--- config.mk ---
export PLATFORM = sky130hd
export DESIGN_NAME = comparator_sched
export DESIGN_NICKNAME = d
export VERILOG_FILES = /design/src/rtl/comparator_sched_pkg.sv /design/src/rtl/comparator_sched_rr_arbiter.sv /design/src/rtl/comparator_sched.sv
export SDC_FILE = /design/constraint.sdc
export NUM_CORES = 1
export LEC_CHECK = 0
export CAP_MARGIN = 30
export CORE_MARGIN = 2
export CORE_UTILIZATION = 30
export CTS_CLUSTER_DIAMETER = 80
export DETAILED_ROUTE_END_ITERATION = 10
export DONT_BUFFER_PORTS = 1
export GPL_ROUTABILITY_DRIVEN = 0
export GPL_TIMING_DRIVEN = 0
export PLACE_DENSITY = 0.45
export RECOVER_POWER = 100
export SKIP_CTS_REPAIR_TIMING = 1
export SYNTH_ARGS = -nofsm -noshare
export SYNTH_HDL_FRONTEND = slang
export SYNTH_SLANG_ARGS = --single-unit
--- constraint.sdc ---
create_clock -name CLK -period 4.8 [get_ports CLK]
set_clock_uncertainty 0.1 [all_clocks]
set_input_delay 0.72 -clock CLK [delete_from_list [all_inputs] [get_ports CLK]]
set_output_delay 0.72 -clock CLK [all_outputs]
set_load 0.01 [all_outputs]
--- src/rtl/comparator_sched_pkg.sv ---
// Shared types and constants for the comparator scheduler.
// COMPARATOR_SCHED_EXTRA_EVAL_EN adds a second evaluate state (EVAL2).
package comparator_sched_pkg;

  localparam int DEFAULT_NUM_REQ = 4;
  localparam int DEFAULT_WIDTH   = 16;

  localparam logic PRECHARGE = 1'b0;
  localparam logic EVALUATE  = 1'b1;

  typedef enum logic [2:0] {
    ST_IDLE  = 3'd0,
    ST_PRE   = 3'd1,
    ST_EVAL  = 3'd2,
`ifdef COMPARATOR_SCHED_EXTRA_EVAL_EN
    ST_EVAL2 = 3'd3,
`endif
    ST_DONE  = 3'd4
  } state_t;

`ifdef COMPARATOR_SCHED_EXTRA_EVAL_EN
  localparam state_t LAST_EVAL = ST_EVAL2;
`else
  localparam state_t LAST_EVAL = ST_EVAL;
`endif

  function automatic logic phase_of(input state_t s);
    logic ph;
    case (s)
      ST_EVAL:  ph = EVALUATE;
`ifdef COMPARATOR_SCHED_EXTRA_EVAL_EN
      ST_EVAL2: ph = EVALUATE;
`endif
      default:  ph = PRECHARGE;
    endcase
    return ph;
  endfunction

endpackage

--- src/rtl/comparator_sched_rr_arbiter.sv ---
// Combinational round-robin picker: first active request after last_grant,
// wrapping modulo NUM_REQ.
module rr_arbiter
  import comparator_sched_pkg::*;
#(
  parameter int NUM_REQ = DEFAULT_NUM_REQ,
  parameter int IDX_W   = $clog2(NUM_REQ)
) (
  input  logic [NUM_REQ-1:0] req,
  input  logic [IDX_W-1:0]   last_grant,
  output logic               valid,
  output logic [IDX_W-1:0]   grant
);

  int               sum_s;
  logic [IDX_W-1:0] cand_s;

  // Scan offsets 1..NUM_REQ so last_grant itself is checked last.
  always_comb begin
    valid  = 1'b0;
    grant  = '0;
    sum_s  = '0;
    cand_s = '0;
    for (int off = 1; off <= NUM_REQ; off++) begin
      sum_s = int'(last_grant) + off;
      if (sum_s >= NUM_REQ) begin
        sum_s = sum_s - NUM_REQ;
      end else begin
        sum_s = sum_s;
      end
      cand_s = IDX_W'(sum_s);
      if (!valid && req[cand_s]) begin
        valid = 1'b1;
        grant = cand_s;
      end else begin
        valid = valid;
        grant = grant;
      end
    end
  end

endmodule

--- src/rtl/comparator_sched.sv ---
// Time-shares one precharge/evaluate comparator among NUM_REQ requesters.
// Define COMPARATOR_SCHED_EXTRA_EVAL_EN to stretch evaluation to two cycles.
module comparator_sched
  import comparator_sched_pkg::*;
#(
  parameter int NUM_REQ = DEFAULT_NUM_REQ,
  parameter int WIDTH   = DEFAULT_WIDTH
) (
  input  logic                     CLK,
  input  logic                     RST,
  input  logic [NUM_REQ-1:0]       req,
  input  logic [NUM_REQ*WIDTH-1:0] req_a,
  input  logic [NUM_REQ*WIDTH-1:0] req_b,
  output logic [NUM_REQ-1:0]       done,
  output logic                     result,
  output logic                     busy,
  output logic                     cmp_clk,
  output logic [WIDTH-1:0]         cmp_a,
  output logic [WIDTH-1:0]         cmp_b,
  input  logic                     cmp_result
);

  localparam int IDX_W = $clog2(NUM_REQ);

  state_t             state_r;
  state_t             state_s;
  logic [IDX_W-1:0]   last_grant_r;
  logic [IDX_W-1:0]   winner_r;
  logic               arb_valid_s;
  logic [IDX_W-1:0]   arb_grant_s;
  logic               accept_s;
  logic               sample_s;
  logic [WIDTH-1:0]   sel_a_s;
  logic [WIDTH-1:0]   sel_b_s;
  logic [NUM_REQ-1:0] done_s;

  logic [NUM_REQ-1:0] done_r;
  logic               result_r;
  logic               busy_r;
  logic               cmp_clk_r;
  logic [WIDTH-1:0]   cmp_a_r;
  logic [WIDTH-1:0]   cmp_b_r;

  rr_arbiter #(
    .NUM_REQ (NUM_REQ),
    .IDX_W   (IDX_W)
  ) u_arb (
    .req        (req),
    .last_grant (last_grant_r),
    .valid      (arb_valid_s),
    .grant      (arb_grant_s)
  );

  always_comb begin
    state_s = state_r;
    case (state_r)
      ST_IDLE: begin
        if (arb_valid_s) begin
          state_s = ST_PRE;
        end else begin
          state_s = ST_IDLE;
        end
      end
      ST_PRE:   state_s = ST_EVAL;
`ifdef COMPARATOR_SCHED_EXTRA_EVAL_EN
      ST_EVAL:  state_s = ST_EVAL2;
      ST_EVAL2: state_s = ST_DONE;
`else
      ST_EVAL:  state_s = ST_DONE;
`endif
      ST_DONE:  state_s = ST_IDLE;
      default:  state_s = ST_IDLE;
    endcase
  end

  // Outputs are computed from the next state so every output is a flop.
  always_comb begin
    accept_s = (state_r == ST_IDLE) && arb_valid_s;
    sample_s = (state_r == LAST_EVAL);
    sel_a_s  = req_a[int'(arb_grant_s)*WIDTH +: WIDTH];
    sel_b_s  = req_b[int'(arb_grant_s)*WIDTH +: WIDTH];
    done_s   = '0;
    if (state_s == ST_DONE) begin
      done_s[winner_r] = 1'b1;
    end else begin
      done_s = '0;
    end
  end

  always_ff @(posedge CLK or posedge RST) begin
    if (RST) begin
      state_r      <= ST_IDLE;
      last_grant_r <= IDX_W'(NUM_REQ - 1);
      winner_r     <= '0;
      cmp_a_r      <= '0;
      cmp_b_r      <= '0;
    end else begin
      state_r <= state_s;
      if (accept_s) begin
        last_grant_r <= arb_grant_s;
        winner_r     <= arb_grant_s;
        cmp_a_r      <= sel_a_s;
        cmp_b_r      <= sel_b_s;
      end else begin
        last_grant_r <= last_grant_r;
        winner_r     <= winner_r;
        cmp_a_r      <= cmp_a_r;
        cmp_b_r      <= cmp_b_r;
      end
    end
  end

  // Result is captured at the closing edge of the final evaluate cycle.
  always_ff @(posedge CLK or posedge RST) begin
    if (RST) begin
      done_r    <= '0;
      result_r  <= 1'b0;
      busy_r    <= 1'b0;
      cmp_clk_r <= PRECHARGE;
    end else begin
      done_r    <= done_s;
      busy_r    <= (state_s != ST_IDLE);
      cmp_clk_r <= phase_of(state_s);
      if (sample_s) begin
        result_r <= cmp_result;
      end else begin
        result_r <= result_r;
      end
    end
  end

  assign done    = done_r;
  assign result  = result_r;
  assign busy    = busy_r;
  assign cmp_clk = cmp_clk_r;
  assign cmp_a   = cmp_a_r;
  assign cmp_b   = cmp_b_r;

endmodule
==> results of run 1 <==
layout make-up:
type	count	area share
Timing Repair Buffer	1	0.00115
Antenna cell	1	0.000765
Tap cell	133	0.0509
Inverter	34	0.0390
Clock inverter	3	0.00765
Buffer	35	0.0463
Multi-Input combinational cell	230	0.481
Clock buffer	5	0.0210
Sequential cell	46	0.353
placed cells by master (no fill, tap or decap), types with 2 or more instances in the layout:
master / n
o21ai_1: 14
and3_1: 2
dfrtp_1: 44
and4_1: 32
clkbuf_1: 26
nor3b_1: 5
nand2b_1: 4
buf_2: 7
nand3_1: 2
o211ai_1: 33
o21ai_0: 20
nand2_1: 38
a31oi_1: 32
clkbuf_8: 5
inv_1: 33
buf_4: 3
mux2i_1: 32
nor2_1: 4
report_power, final:
group	internal, mW	total, mW	switching [mW]
sequential	0.574	0.778	0.204
combinational	0.397	0.983	0.586
clock	0.106	0.258	0.152
total	1.08	2.02	0.942
metrics by stage:
stage	hold slack, ns	power, mW	worst slack (ns)
after floorplan	0.349	1.53	2.80
after global placement	0.381	1.80	2.13
after detailed placement	0.385	1.82	2.32
after CTS	0.138	2.09	2.48
after global routing	0.256	2.22	1.68
final	0.232	2.02	2.20
logic make-up after synthesis:
| family | Yosys count |
|---|---|
| AND/OR/NAND/NOR | 92 |
| buffers and inverters | 69 |
| AO/OA/AOI/OAI | 105 |
| multiplexers | 33 |
| flip-flops | 46 |
flip-flops by register name, indices dropped and copies added, names as in the netlist:
name,flops
busy,1
cmp_a,16
cmp_b,16
cmp_clk,1
done,4
last_grant_r,2
result,1
state_r,3
winner_r,2
worst paths after layout:
check                  startpoint       end  slack, ns  cells past startpoint
max in group CLK  last_grant_r[0]  cmp_a[1]       2.41                      7
min in group CLK      winner_r[0]   done[2]       0.40                      1
max reg2reg       last_grant_r[0]  cmp_a[1]       2.41                      7
min                           RST  cmp_b[6]       0.23                      1
max                           RST  cmp_a[9]       2.20                      2
min reg2reg           winner_r[0]   done[2]       0.40                      1
layer usage:
metal	GRT usage	wire, microns
met1	0.222	4080
met2	0.308	4840
met3	0.0414	527
met4	0.0376	49
met5	0	13
==> run metrics, run 1 <==
status finished with violations; failing checks capacitance limit, slew limit; simple-gate area share of the yosys netlist 0.188; WP data arrival 2.56 ns; core area 0.00977 sq mm; Initial DRC Count 78; area leader, netlist dfrtp_1; slowest stage delay, CP 1.43 ns; largest family of logic cells by synthesized area compound AO/OA/AOI/OAI gates; CTS H-tree lvls 2; CP Data Required Time 4.75 ns; Die Wd 104 microns; vias in the first global route 2726; Post-Route WL 9.51 mm; P_leak 1.43 nW; number of remaining DRC errors 0; largest net degree at the start of global routing 35; IO Pins 174; IO Port Bufs 0; post-synthesis sequential area ratio 0.383; Post-synth ARST share 1.00; Vias 2643; flops & latches, synth 46; synth warn 0; routed length per instance 19.5 microns; Final nets 488; fraction of layout cells with a size suffix above 1 0.0678; post-route ant nets 0; Area growth syn-to-layout 8.64%; CTS tree built; CTS root buf clkbuf_8; xor-xnor portion of the synthesized cell area 0; # clock sinks 46; Syn Inst Count 345; Synth top area share 0.366; antenna violations before repair 2; Die Footprint 0.0109 sq mm; slew at the pin with the worst max-slew slack 1.92 ns; Synth area leaders dfrtp_1, mux2i_1, and4_1; post-synth cell types 31; initial core utilization 0.308; mux cell area share after synthesis 0.110; RSZ-0062 raised after global routing no; Critical Path End Type asynchronous set/reset pin; multi-input logic area 0.00157 sq mm; top-count cell post-synth dfrtp_1; first-pass GRT wire length 15.2 mm; final period utilization 0.542; accumulated negative setup slack 0 ns; CP Max Fanout 34; DP Cell Count 479; gr ovfl total 0; Compound-Gate Fraction of Synth Area 0.225; DP HPWL 7.05 mm; Rel. slew slack -0.279; number of enable flip-flop cells after synthesis 0; Hold Path Class input pin to asynchronous set/reset pin; total CTS buffers 5; VDD IR max 0.158 mV; CP Launch Type input pin; design area 0.00327 sq mm; Crit Path Category input pin to asynchronous set/reset pin; maxcap violations 1; cell row count 36; Syn Nets 480; Vert. Die Dim 104 microns; Synth top cells by count dfrtp_1, nand2_1, inv_1, o211ai_1; Layout fillers 1091; Mean Syn Cell Area 8.73 sq um; fin util 0.335; Vias/cell 5.42; Final Slew Violations 35; placed cell areas 0.00320 sq mm; Finished Layout Cells 488; CP bufs+invs 2; Sequential cell area 0.00115 sq mm; Hold Fails Final Rpt 0; mapped cell area 0.00301 sq mm; Power Dens Cells 617 mW/mm^2; crit path cell chain inv_1 -> clkbuf_1; minimum clock period 2.60 ns; Finish-stage setup viols 0; Adder-Cell Fraction of Synth Area 0; Clk Latency, worst-skew pair 0.30 ns; upper clock frequency limit 384 MHz; Reg clk slew, reported paths 0.10 ns; Critical Path Slowest Stage Cell clkbuf_1; clock buffer depth 2; top_reg_cell synth dfrtp_1; family with the most delay on the worst path buffers and inverters; GRT Util Overall 0.177; first-pass detailed-route iteration total 5
No activity file was read; power rests on OpenSTA's default activity.
==> inputs of run 2 (changes only) <==
- clock period: 4.8 -> 2.4 ns (I/O delays scaled with it)
==> run 2 against run 1 <==
  * The run now ends clean
  * Non-clock buffer count up 1
  * Setup slack got worse by 2.0 ns
  * Routed wire length grew 0.37%
  * Cell count grew 0.20%
  * Sequential share of layout area decreased by 0.23 points
  * Final area up 0.65%
  * Clock power up 99%
  * Total power is 100% higher
  * Via count rose by 0.61%
  * Hold slack got worse by 0.13 ns
  * Largest cell class unchanged
==> run metrics, run 2 (same netlist as run 1, synthesis figures left out) <==
DP HPWL 7.05 mm; cell row count 36; post-route ant nets 0; VDD IR max 0.311 mV; FF-to-FF path depth 7; Vias 2659; Clk Latency, worst-skew pair 0.30 ns; status finished, final reports clean; largest net degree at the start of global routing 35; core area 0.00977 sq mm; reg2reg end cmp_b[5]; P_leak 1.46 nW; IO Pins 174; most common cell after layout, fill and taps aside dfrtp_1; Final Slew Violations 0; Final nets 489; # clock sinks 46; minimum clock period 2.18 ns; Reg clk slew, reported paths 0.10 ns; Hold Path End result; fin util 0.337; placed cell areas 0.00320 sq mm; Hold Path Origin cmp_result; CTS H-tree lvls 2; design area 0.00329 sq mm; Sequential cell area 0.00115 sq mm; routed length per instance 19.5 microns; Hold Path Class input pin to flop; Final Power 4.05 mW; most frequent cells in the layout dfrtp_1, nand2_1, inv_1; initial core utilization 0.308; CTS root buf clkbuf_8; Finish-stage setup viols 0; Die Wd 104 microns; final period utilization 0.907; Hold Fails Final Rpt 0; Vert. Die Dim 104 microns; clock buffer depth 2; first-pass GRT wire length 15.2 mm; Place WS 0.0872 ns; Die Footprint 0.0109 sq mm; worst reg2reg startpoint last_grant_r[0]; accumulated negative setup slack 0 ns; upper clock frequency limit 459 MHz; CTS tree built; Critical Path Slowest Stage Cell dfstp_2; GRT Util Overall 0.177; gr ovfl total 0; vias in the first global route 2726; Power Dens Cells 1230 mW/mm^2; multi-input logic area 0.00157 sq mm; total CTS buffers 5; maxcap violations 0; RSZ-0062 raised after global routing no; Finished Layout Cells 489; slowest stage delay, CP 0.56 ns; final setup margin 0.223 ns; CP Data Required Time 2.49 ns; Layout fillers 1088; IO Port Bufs 0; Vias/cell 5.44; slew at the pin with the worst max-slew slack 0.886 ns; CP Launch Type flop; family with the most delay on the worst path buffers and inverters; Worst Hold Slack 0.105 ns; Hold Path Depth 1; number of remaining DRC errors 0; Initial DRC Count 76; Post-Route WL 9.55 mm; Critical Path End Type flop; first-pass detailed-route iteration total 5; reg2reg setup slack 0.22 ns; Crit Path Category flop to flop; fraction of layout cells with a size suffix above 1 0.0930; crit path cell chain nand2b_1 -> a21o_1 -> clkbuf_1 -> clkbuf_2 -> a31oi_1 -> o21ai_0 -> o211ai_1; Rel. slew slack 0.409; CP Max Fanout 10; antenna violations before repair 2; CP bufs+invs 2; DP Cell Count 479; Area growth syn-to-layout 9.35%; WP data arrival 2.26 ns
==> run 2: cell count changes in the layout (fill, tap and decap cells not counted), sizes merged <==
cell,change
dlygate4sd3,+1
==> run 2: power breakdown <==
part | internal, mW | switching, mW
registers | 1.15 | 0.408
clock network | 0.211 | 0.303
logic | 0.803 | 1.17
==> run 2: worst max-delay path by stage <==
stage                    startpoint         to  slack (ns)  cells past startpoint
floorplan           last_grant_r[0]   cmp_a[0]        0.57                      7
global placement                RST  cmp_a[13]        0.09                      1
detailed placement  last_grant_r[0]   cmp_a[1]        0.09                      7
CTS                 last_grant_r[0]   cmp_a[1]        0.08                      7
global route        last_grant_r[0]   cmp_b[7]        0.03                      7
finish              last_grant_r[0]   cmp_b[5]        0.22                      7
==> run 2: worst register-to-register path, cell delays in order, from the launching register on <==
cell and delay, ns:
dfstp_2 0.56, nand2b_1 0.15, a21o_1 0.14, clkbuf_1 0.36, clkbuf_2 0.33, a31oi_1 0.12, o21ai_0 0.20, o211ai_1 0.11
==> run 2: area by class of cell <==
cell class | instances | area share
antenna | 1 | 0.000760
buffer | 35 | 0.0494
clock buffer | 5 | 0.0209
clock inverter | 3 | 0.00760
inverter | 34 | 0.0388
multi-input combinational | 230 | 0.477
sequential | 46 | 0.350
tap | 133 | 0.0505
timing repair buffer | 2 | 0.00456
==> run 2: per-layer routing <==
| layer | vias to the layer above | share of wire | global-route usage |
|---|---|---|---|
| met3 | 4 | 0.053 | 0.0414 |
| met1 | 1270 | 0.43 | 0.222 |
| li1 | 1280 | - | - |
| met4 | 2 | 0.0051 | 0.0376 |
| met2 | 103 | 0.51 | 0.308 |
| met5 | - | 0.0014 | 0 |
